[config.mk]
export PLATFORM = sky130hd
export DESIGN_NAME = eeprom_req_arb
export DESIGN_NICKNAME = d
export VERILOG_FILES = /design/src/rtl/eeprom_req_arb.sv
export SDC_FILE = /design/constraint.sdc
export NUM_CORES = 1
export LEC_CHECK = 0
export ABC_CLOCK_PERIOD_IN_PS = 4690
export BUFFER_PORTS_ARGS = -buffer_cell sky130_fd_sc_hd__buf_4
export CAP_MARGIN = 20
export CORE_ASPECT_RATIO = 0.9
export CORE_MARGIN = 2
export CORE_UTILIZATION = 50
export DETAILED_ROUTE_END_ITERATION = 6
export MAX_ROUTING_LAYER = met4
export PLACE_DENSITY = 0.82
export RECOVER_POWER = 50
export SKIP_CTS_REPAIR_TIMING = 1
export SLEW_MARGIN = 20
export SYNTH_ARGS = -nofsm -noshare
export SYNTH_HDL_FRONTEND = slang
export SYNTH_SLANG_ARGS = --single-unit
[constraint.sdc]
create_clock -name CLK -period 4.69 [get_ports CLK]
set_input_delay 0.2345 -clock CLK [delete_from_list [all_inputs] [get_ports CLK]]
set_output_delay 0.2345 -clock CLK [all_outputs]
set_load 0.05 [all_outputs]
[src/rtl/eeprom_req_arb.sv]
// Round-robin sequencer for two byte-command requesters (A=host, B=boot loader) into one EEPROM engine.
// Idle read with immediate ACK: REQ -> DONE in 3 + ack delay cycles; define EEPROM_ARB_WP_EN to reject writes at/above WP_BASE.
module eeprom_req_arb #(
  parameter int          TIMEOUT_CYC = 100000,
  parameter int          TWR_CYC     = 500000,
  parameter int          CNT_W       = 20,
  parameter logic [10:0] WP_BASE     = 11'h700
) (
  input  logic        CLK,
  input  logic        RESET,
  input  logic        A_REQ,
  input  logic        A_WE,
  input  logic [10:0] A_ADDR,
  input  logic [7:0]  A_WDATA,
  output logic        A_DONE,
  output logic        A_ERR,
  output logic [7:0]  A_RDATA,
  input  logic        B_REQ,
  input  logic        B_WE,
  input  logic [10:0] B_ADDR,
  input  logic [7:0]  B_WDATA,
  output logic        B_DONE,
  output logic        B_ERR,
  output logic [7:0]  B_RDATA,
  output logic        EE_WR,
  output logic        EE_RD,
  output logic [10:0] EE_ADDR,
  output logic [7:0]  EE_DATA_O,
  output logic        EE_DATA_OE,
  input  logic [7:0]  EE_DATA_I,
  input  logic        EE_ACK,
  output logic        BUSY
);

  typedef enum logic [2:0] {IDLE, ISSUE, WAIT_ACK, TWR, FIN} state_t;

  localparam logic [CNT_W-1:0] TO_LAST  = CNT_W'(TIMEOUT_CYC - 1);
  localparam logic [CNT_W-1:0] TWR_LAST = CNT_W'(TWR_CYC - 1);

`ifdef EEPROM_ARB_WP_EN
  localparam bit WP_EN = 1'b1;
`else
  localparam bit WP_EN = 1'b0;
`endif

  state_t           state, state_nxt;
  logic             last_b, gnt_b, we_q, err_q, ack_q;
  logic [CNT_W-1:0] cnt;
  logic             pick_b, sel_we, wp_hit, ack_rise;
  logic [10:0]      sel_addr;
  logic [7:0]       sel_wdata;
  logic             grant, cnt_clr, cnt_inc, set_err, capture;

  // B wins when it is alone, or on a tie when A was granted last.
  always_comb begin
    pick_b    = B_REQ & (~A_REQ | ~last_b);
    sel_we    = pick_b ? B_WE    : A_WE;
    sel_addr  = pick_b ? B_ADDR  : A_ADDR;
    sel_wdata = pick_b ? B_WDATA : A_WDATA;
    wp_hit    = WP_EN & sel_we & (sel_addr >= WP_BASE);
    ack_rise  = EE_ACK & ~ack_q;
  end

  always_ff @(posedge CLK) begin
    if (!RESET) state <= IDLE;
    else        state <= state_nxt;
  end

  always_comb begin
    state_nxt = state;
    grant     = 1'b0;
    cnt_clr   = 1'b0;
    cnt_inc   = 1'b0;
    set_err   = 1'b0;
    capture   = 1'b0;
    case (state)
      IDLE: begin
        if (A_REQ | B_REQ) begin
          grant     = 1'b1;
          state_nxt = wp_hit ? FIN : ISSUE;
        end
      end
      ISSUE: begin
        cnt_clr   = 1'b1;
        state_nxt = WAIT_ACK;
      end
      WAIT_ACK: begin
        // ACK is checked first so an ACK on the timeout cycle still succeeds.
        if (ack_rise) begin
          capture   = ~we_q;
          cnt_clr   = 1'b1;
          state_nxt = we_q ? TWR : FIN;
        end else if (cnt >= TO_LAST) begin
          set_err   = 1'b1;
          state_nxt = FIN;
        end else begin
          cnt_inc = 1'b1;
        end
      end
      TWR: begin
        if (cnt >= TWR_LAST) state_nxt = FIN;
        else                 cnt_inc   = 1'b1;
      end
      FIN:     state_nxt = IDLE;
      default: state_nxt = IDLE;
    endcase

    EE_WR      = (state == ISSUE) & we_q;
    EE_RD      = (state == ISSUE) & ~we_q;
    EE_DATA_OE = we_q & ((state == ISSUE) | (state == WAIT_ACK));
    A_DONE     = (state == FIN) & ~gnt_b;
    B_DONE     = (state == FIN) & gnt_b;
    A_ERR      = A_DONE & err_q;
    B_ERR      = B_DONE & err_q;
    BUSY       = (state != IDLE);
  end

  always_ff @(posedge CLK) begin
    if (!RESET) begin
      last_b    <= 1'b1;
      gnt_b     <= 1'b0;
      we_q      <= 1'b0;
      err_q     <= 1'b0;
      ack_q     <= 1'b0;
      cnt       <= '0;
      EE_ADDR   <= '0;
      EE_DATA_O <= '0;
      A_RDATA   <= '0;
      B_RDATA   <= '0;
    end else begin
      ack_q <= EE_ACK;
      if (grant) begin
        gnt_b     <= pick_b;
        we_q      <= sel_we;
        EE_ADDR   <= sel_addr;
        EE_DATA_O <= sel_wdata;
        err_q     <= wp_hit;
      end
      if (set_err) err_q <= 1'b1;
      // Saturating counter shared by the ACK timeout and the write-cycle wait.
      if (cnt_clr)                      cnt <= '0;
      else if (cnt_inc && (cnt != '1))  cnt <= cnt + 1'b1;
      if (capture) begin
        if (gnt_b) B_RDATA <= EE_DATA_I;
        else       A_RDATA <= EE_DATA_I;
      end
      if (state == FIN) last_b <= gnt_b;
    end
  end

endmodule
==> impl_results.md, run 1 <==
- Clock Pin Slew Worst Setup and Hold Paths: 70 ps
- Final Hold Vio Count: 0
- Row count: 26
- CTS Sinks: 63
- Nets@finish: around 480
- Slew @ Worst Pin: roughly 1700 ps
- Post-route setup TNS: 0 ps
- Required time of the critical path: 4970 ps
- Syn_area_per_cell: around 9.1 µm²
- Post-synth top area cell: dfxtp_1
- Routed Antenna Nets: 0
- Synthesized instance count: around 330
- Vias: 2730
- First-pass GRT wire length: roughly 12000 µm
- Slew Viols, Final: 45
- Maximum clock path buffer count: 2
- Num CTS Buffers: 9
- Sequential share of the synthesized area: 41.9%
- Initial drt markers: 116
- Status: complete, but fails checks
- H-tree lvl count: 3
- Io pins: between 90 and 100
- Start point of the critical path: cnt[11]
- Synth warnings: 0
- Yosys cell types: 48
- Mapped Nets: between 300 and 400
- FILL cells: about 500
- Residual DRC: 0
- Mapped Area: approximately 0.003 mm²
- Core area: 0.00576 mm²
- Fmax: ~0.44 GHz
- Ant diodes: 0
- Port bufs: 95
- Setup slack, reg-to-reg: 2440 ps
- Top FF cell, synth: dfxtp_1
- Max capacitance violation total: 1
- Rel. slew slack: -12.6%
- Unrepaired setup endpoints after global routing: false
- PwrDens: between 500 and 600 mW/mm²
- Worst min-delay path class: in2reg
- Maximum VDD drop: ~340 µV
- Clock Latency Late Sink: 350 ps
- CTS tree: done
- Worst Reg-to-Reg Cells: 6
- Vias in the first global route: 2618
- Worst R2R End: cnt[6]
- First-pass DRT Iterations: 6
- Critical path type: reg2reg
- DIE WIDTH: about 86 µm
- Detail Placement HPWL: 5200 µm
- Top cells by area, synth: dfxtp_1 42%, mux2i_1 13%, o211a_1 6.7%, nand2_1 5.6%, nor2b_1 3.9%
- Setup violators final: 0
- Root buf cell: clkbuf_8
- Post-synth top area share: a little over two fifths
- Most numerous cell in the Yosys netlist: dfxtp_1
- Worst setup path end: cnt[6]
- CP Data Arrival Time: between 2000 and 3000 ps
- DIE AREA: 0.00666 mm²
- Worst setup margin: about 2400 ps
- Cell count of the worst hold path: 2
- Starting Density: roughly 52%
- Cell leakage power: ~1.7 nW
- Initial antenna violation count: 0
- Final min period: between 2000 and 2500 ps
- Critical R2R Launch: cnt[11]
- EDFF count, synth: 0
- Remaining global-route overflow: 0
- Final setup skew: between 6 and 7 ps
- CP Max Fanout: 25
- Average wire per standard cell: between 10 and 15 µm
- GPL Wtd Cong: around 0.85
- DRT Wirelength: around 7300 µm
- Place WS: 2510 ps
- Die Ht: 77.6 µm
- Flop and latch count out of synthesis: 63
- Final Cycle Share: between 40% and 50%
- Pin count of the biggest net entering global routing: between 40 and 50
- Worst Setup End Kind: flop
- Via density: ~5.5
- Post-synth ARST share: 0%
- Synth-to-Final Area Change: 28.3%
- All-Layer GR Usage: between 20% and 30%
- Failing checks: capacitance limit, slew limit
- Commonest cells in the netlist: 63 x dfxtp_1, 45 x nand2_1, 38 x mux2i_1, 20 x o211a_1
- Layout cells sized above 1: about a fifth
- Startpoint types: flop
[per-layer routing]
metal / GRT usage [%] / routed length [µm] / up-vias
met2: 37.7 / 3580 / 81
met1: 26.2 / 3120 / 1270
met5: - / 0 / -
met3: 9.15 / 446 / 14
met4: 7.14 / 156 / 0
li1: - / - / 1365
[layout by cell type, fill, tap and decap left out, types with 2 or more instances in the layout]
cell	n
nand3_1	7
mux2i_1	38
a21boi_0	3
nor3_1	4
o211a_1	20
nand2_1	45
nor2_1	15
and2_1	7
clkbuf_8	9
or3_2	4
clkinv_4	2
or3_1	9
nor2b_1	19
inv_1	3
o21a_1	2
o21ai_0	16
a21oi_1	20
o211ai_1	2
buf_4	56
clkbuf_1	41
dfxtp_1	63
o21ai_2	2
nand4_1	4
nor2_2	2
nand2b_1	5
bufinv_16	4
and3_1	5
[report_power, final]
| group | switching (mW) | leakage (nW) | internal [mW] |
|---|---|---|---|
| Combinational | 0.606 | 1.01 | 0.216 |
| Sequential | 0.0712 | 0.514 | 0.631 |
| Clock | 0.226 | 0.130 | 0.408 |
| Total | 0.903 | 1.66 | 1.25 |
[worst min-delay path by stage]
stage	from	endpoint
floorplan	EE_ACK	ack_q
global placement	EE_ACK	ack_q
detailed placement	EE_ACK	ack_q
CTS	EE_ACK	ack_q
global route	EE_ACK	ack_q
finish	EE_ACK	ack_q
[critical path: stages (launching register included)]
cell and delay (ps):
dfxtp_1 370, nor4_1 340, a21oi_1 110, a21oi_1 300, a22oi_2 330, or4_1 570, a21oi_1 140
[per-stage QoR]
step                      util, %  hold slack, ps  cells  total power, mW  instance area (µm²)
after CTS                    69.9            74.8    499             2.25                 4030
after global routing         67.1            84.3    499             2.26                 3860
after detailed placement     65.2             449    483             1.61                 3760
after global placement       65.2             449    483             1.58                 3750
final                        67.1            89.2    499             2.16                 3860
after floorplan                 -             356    332             1.35                 3010
[state kept, by name, summed over array words and instances (netlist names)]
register   flops
A_RDATA        8
B_RDATA        8
EE_ADDR       11
EE_DATA_O      8
ack_q          1
cnt           20
err_q          1
gnt_b          1
last_b         1
state          3
we_q           1
[kinds of logic (layout without fill, tap and decap cells)]
kind of cell	after synthesis	after routing	share of synthesized area (%)
adder cells (fa/ha/maj)	1	1	0.416
AND/OR/NAND/NOR	136	136	24.2
multiplexers	38	38	12.6
buffers and inverters	19	116	3.03
XOR/XNOR	2	2	0.582
flip-flops	63	63	41.9
AO/OA/AOI/OAI	73	73	17.2
[area by class of cell]
class,count,area [µm²],share of cell area (%)
clock buffers,9,124,3.21
inverters,3,11.3,0.292
well taps,70,87.6,2.27
multi-input cells,250,1660,42.9
repair buffers,97,574,14.9
flip-flops and latches,63,1260,32.7
clock inverters,7,145,3.76
(Power assumes the default switching activity.)
==> run 2: changes to the inputs <==
Settings changed: ABC_CLOCK_PERIOD_IN_PS 4690 to 2210.
Clock period 4.69 ns to 2.21 ns, I/O delays scaled along.
==> impl_results.md, run 2 (synthesis results as in run 1) <==
- Status: finished clean
- Ant diodes: 0 (unchanged)
- Rel. slew slack: 53.2% (+66 points)
- Remaining global-route overflow: 0 (unchanged)
- GPL Wtd Cong: 0.930 (+9.0%)
- DIE AREA: 0.00666 mm² (unchanged)
- Fmax: 0.488 GHz (+9.9%)
- Final Hold Vio Count: 0 (unchanged)
- Initial drt markers: 111 (-4.3%)
- Residual DRC: 0 (unchanged)
- Nets@finish: 482 (+0.84%)
- Die Ht: 77.6 µm (unchanged)
- Slew @ Worst Pin: 702 ps (-987 ps)
- Clock Pin Slew Worst Setup and Hold Paths: 70 ps (about the same)
- Final Power: 4.22 mW (+96%)
- Worst min-delay path class: in2reg
- Place WS: 215 ps (-2300 ps)
- Required time of the critical path: 2480 ps (-2490 ps)
- CTS tree: done
- NetSw: 1.85 mW (+100%)
- Setup violators final: 0 (unchanged)
- CP Data Arrival Time: 2320 ps (-210 ps)
- Comb pwr share: 41.3% (+3.2 points)
- Vias: 2703 (-0.99%)
- Num CTS Buffers: 9 (unchanged)
- Root buf cell: clkbuf_8
- First-pass DRT Iterations: 6 (unchanged)
- Clk pwr share: 23.6% (-5.8 points)
- DRT Wirelength: 6970 µm (-4.5%)
- Critical path type: reg2reg
- Reg with most FFs: cnt
- Slew Viols, Final: 0 (-100%)
- Cell leakage power: 1.64 nW (-1.1%)
- Startpoint types: flop
- Final min period: 2050 ps (-204 ps)
- All-Layer GR Usage: 22.6% (-0.59 points)
- Pin count of the biggest net entering global routing: 45 (unchanged)
- Largest regs: cnt x20, EE_ADDR x11
- Port bufs: 95 (unchanged)
- P_int: 2.37 mW (+89%)
- Synth-to-Final Area Change: 26.7%
- Commonest non-fill, non-tap cell in the layout: dfxtp_1
- Row count: 26 (unchanged)
- Hold_ws: 38.5 ps (-50.7 ps)
- FILL cells: 500 (+0.60%)
- Initial antenna violation count: 0 (unchanged)
- Core area: 0.00576 mm² (unchanged)
- Max capacitance violation total: 0 (-1)
- Commonest non-fill, non-tap cells in the layout: 63 x dfxtp_1, 54 x buf_4, 45 x nand2_1
- Io pins: 96 (unchanged)
- Average wire per standard cell: 13.9 µm (-5.1%)
- Max FFs per register: 20 (unchanged)
- Sw frac: 43.9% (+2.0 points)
- Final Cycle Share: 92.7% (+45 points)
- Final core utilization: 66.2% (-0.83 points)
- Clock Latency Late Sink: 340 ps (about the same)
- Routed Antenna Nets: 0 (unchanged)
- First-pass GRT wire length: 11700 µm (-1.2%)
- Maximum clock path buffer count: 2 (unchanged)
- CTS Sinks: 63 (unchanged)
- Post-route setup TNS: 0 ps (unchanged)
- Worst Setup End Kind: flop
- Starting Density: 52.3% (unchanged)
- Seq pwr share: 35.2% (+2.7 points)
- Detail Placement HPWL: 5160 µm (-0.65%)
- Unrepaired setup endpoints after global routing: false
- Vias in the first global route: 2579 (-1.5%)
- Final setup skew: 6.46 ps (-0.115 ps)
- CP Max Fanout: 25 (unchanged)
- Worst setup margin: 162 ps (-2280 ps)
- PwrDens: 1110 mW/mm² (+98%)
- Layout cells sized above 1: 20.1% (-0.14 points)
- DIE WIDTH: 85.8 µm (unchanged)
- Via density: 5.38 (-1.6%)
- H-tree lvl count: 3 (unchanged)
- Maximum VDD drop: 675 µV (+100%)
run 2: cell types whose count changed in the layout (fill, tap and decap cells not counted), sizes merged:
cell and delta:
clkinv +1, bufinv -3, dlygate4sd3 +1, buf -2, clkbuf +7, clkinvlp -1
run 2: per-stage QoR:
step	cells	instance area (µm²)
2_1_floorplan	332	3010
3_3_place_gp	486	3770
3_5_place_dp	486	3770
4_1_cts	501	3970
5_1_grt	502	3810
6_report	502	3810
run 2: area by class of cell:
cell class	instances	area (µm²)	area share, %
timing repair buffer	101	593	15.6
multi-input combinational	250	1660	43.6
inverter	3	11.3	0.295
sequential	63	1260	33.1
clock buffer	11	151	3.97
clock inverter	4	45.0	1.18
tap	70	87.6	2.30
run 2: power groups by stage:
stage,logic (mW),clock network (mW),registers [mW]
detailed placement,1.94,0,1.51
global route,1.87,1.08,1.50
global placement,1.91,0,1.50
CTS,1.94,1.01,1.49
floorplan,0.835,0,2.03
finish,1.74,0.995,1.48
run 2: path summary, 6_finish.rpt:
path | cells past startpoint | start | slack (ps) | to
setup reg to reg | 8 | cnt[0] | 160 | cnt[6]
setup / recovery | 8 | cnt[0] | 160 | cnt[6]
hold / removal | 3 | EE_DATA_I[2] | 40 | B_RDATA[2]
hold reg to reg | 2 | cnt[1] | 480 | cnt[1]
run 2: per-layer routing:
layer | GRT usage, % | up-vias | wire (µm)
met5 | - | - | 0
met2 | 35.9 | 84 | 3350
li1 | - | 1378 | -
met4 | 5.40 | 0 | 59
met1 | 27.4 | 1234 | 3120
met3 | 8.30 | 7 | 444
run 2: critical path, stage by stage, from the launching register on:
cell and delay (ps):
dfxtp_1 330, ha_1 220, nand4_1 120, a21boi_0 140, o21ai_2 230, a22oi_2 70, buf_4 210, or4_1 510
a21oi_1 140
==> run 3: changes to the inputs <==
Settings changed: PLACE_DENSITY 0.82 to 0.86.
==> impl_results.md, run 3 (synthesis results as in run 1) <==
- Status: complete, but fails checks
- Failing checks: DRC
- Synth-to-Final Area Change: 27.3%
- Root buf cell: clkbuf_8
- Commonest non-fill, non-tap cells in the layout: 63 x dfxtp_1, 55 x buf_4, 45 x nand2_1
- Initial drt markers: 179 (+61%)
- CP Max Fanout: 25 (unchanged)
- Initial antenna violation count: 0 (unchanged)
- Final Cycle Share: 95.0% (+2.3 points)
- Vias: 2734 (+1.1%)
- Routed Antenna Nets: 0 (unchanged)
- Port bufs: 95 (unchanged)
- CP cell instances: nor4_2, a21oi_1, a21oi_1, a22oi_2, buf_4, or4_1, a21oi_1
- Commonest non-fill, non-tap cell in the layout: dfxtp_1
- Pin count of the biggest net entering global routing: 45 (unchanged)
- Worst Setup End Kind: flop
- Unrepaired setup endpoints after global routing: false
- Detail Placement HPWL: 5240 µm (+1.4%)
- Max FFs per register: 20 (unchanged)
- Clock Latency Late Sink: 340 ps (about the same)
- Final core utilization: 66.6% (+0.33 points)
- Crit path top cell by count: a21oi_1
- Sw frac: 44.2% (+0.30 points)
- Starting Density: 52.3% (unchanged)
- First-pass DRT Iterations: 6 (unchanged)
- Multi-input gate area: 0.00166 mm² (-0.38%)
- Residual DRC: 5 (+5)
- Core area: 0.00576 mm² (unchanged)
- Row count: 26 (unchanged)
- CTS tree: done
- Via density: 5.42 (+0.75%)
- Slew Viols, Final: 0 (unchanged)
- Final Hold Vio Count: 0 (unchanged)
- Critical path type: reg2reg
- Clock Pin Slew Worst Setup and Hold Paths: 70 ps (about the same)
- Ant diodes: 0 (unchanged)
- Largest regs: cnt x20, EE_ADDR x11
- Maximum clock path buffer count: 2 (unchanged)
- Post-route cell area: 0.00383 mm² (+0.49%)
- Remaining global-route overflow: 0 (unchanged)
- Average wire per standard cell: 13.9 µm (-0.30%)
- GPL Wtd Cong: 0.962 (+3.5%)
- P_int: 2.38 mW (+0.39%)
- Layout cells sized above 1: 20.3% (+0.14 points)
- Worst path top cell family by delay: simple AND/OR/NAND/NOR gates
- Max incr delay on CP: 510 ps (about the same)
- Cell leakage power: 1.64 nW (+0.34%)
- All-Layer GR Usage: 22.6% (about the same)
- Startpoint types: flop
- Sequential cell area: 0.00126 mm² (unchanged)
- Final min period: 2100 ps (+51.4 ps)
- PwrDens: 1110 mW/mm² (+0.43%)
- Vias in the first global route: 2662 (+3.2%)
- CTS Sinks: 63 (unchanged)
- Rel. slew slack: 55.7% (+2.5 points)
- Die Ht: 77.6 µm (unchanged)
- FILL cells: 477 (-4.6%)
- Io pins: 96 (unchanged)
- Maximum VDD drop: 865 µV (+28%)
- Post-route setup TNS: 0 ps (unchanged)
- Num CTS Buffers: 9 (unchanged)
- Fmax: 0.476 GHz (-2.4%)
- Slew @ Worst Pin: 667 ps (-35.0 ps)
- First-pass GRT wire length: 11800 µm (+0.88%)
- Setup violators final: 0 (unchanged)
- Crit-path slowest cell: or4_1
- DRT Wirelength: 6980 µm (+0.10%)
- DIE AREA: 0.00666 mm² (unchanged)
- Worst Path Buf+Inv: 1 (unchanged)
- Final setup skew: 5.89 ps (-0.570 ps)
- H-tree lvl count: 3 (unchanged)
- DIE WIDTH: 85.8 µm (unchanged)
- Placement Cell Area: 0.00379 mm² (+0.53%)
- CP Data Arrival Time: 2380 ps (+60 ps)
- Worst min-delay path class: in2reg
- Seq pwr share: 34.7% (-0.5 points)
- Nets@finish: 483 (+0.21%)
- Max capacitance violation total: 0 (unchanged)
- Required time of the critical path: 2490 ps (about the same)
- Comb pwr share: 42.1% (+0.8 points)
- Clk pwr share: 23.2% (-0.4 points)
- Reg with most FFs: cnt
- NetSw: 1.88 mW (+1.6%)
[run 3: changes by cell type in the layout (fill, tap and decap cells not counted), sizes merged]
cell	previous run	this run
clkinvlp	0	2
clkbuf	57	55
buf	54	56
[run 3: final timing paths]
path | startpoint | end | slack [ps] | cells after the start
worst min-delay path | EE_DATA_I[3] | B_RDATA[3] | 30 | 3
worst max register to register | cnt[11] | cnt[6] | 110 | 7
worst max-delay path | cnt[11] | cnt[6] | 110 | 7
worst min register to register | cnt[1] | cnt[1] | 480 | 2
[run 3: worst min-delay path: stages]
cell	delay, ps
buf_4	80
mux2i_1	50
nor2b_1	90
[run 3: metal layers]
metal	share of wire, %	global-route usage (%)	vias up
li1	-	-	1378
met1	43	26.9	1255
met2	48	36.2	88
met3	7.1	8.19	13
met4	1.4	6.03	0
met5	0	-	-
[run 3: through the flow]
step                      hold WS [ps]  instances  total power [mW]  setup WS (ps)
final                             27.8        504              4.26            111
after CTS                        -41.7        503              4.47            207
after global routing              14.1        504              4.49           51.1
after detailed placement           325        487              3.47            214
after floorplan                    232        332              2.86            334
after global placement             323        487              3.42            294
[run 3: area by class of cell]
cell class / count / area share, %
multi-input combinational: 250 / 43.3
sequential: 63 / 32.9
timing repair buffer: 102 / 16.1
clock buffer: 10 / 3.59
tap: 70 / 2.29
clock inverter: 6 / 1.57
inverter: 3 / 0.294
[run 3: power by group through the flow]
stage,registers [mW],clock network [mW],logic [mW]
after global routing,1.50,1.08,1.91
after CTS,1.48,1.01,1.98
after global placement,1.49,0,1.93
after detailed placement,1.50,0,1.97
after floorplan,2.03,0,0.835
final,1.48,0.990,1.79
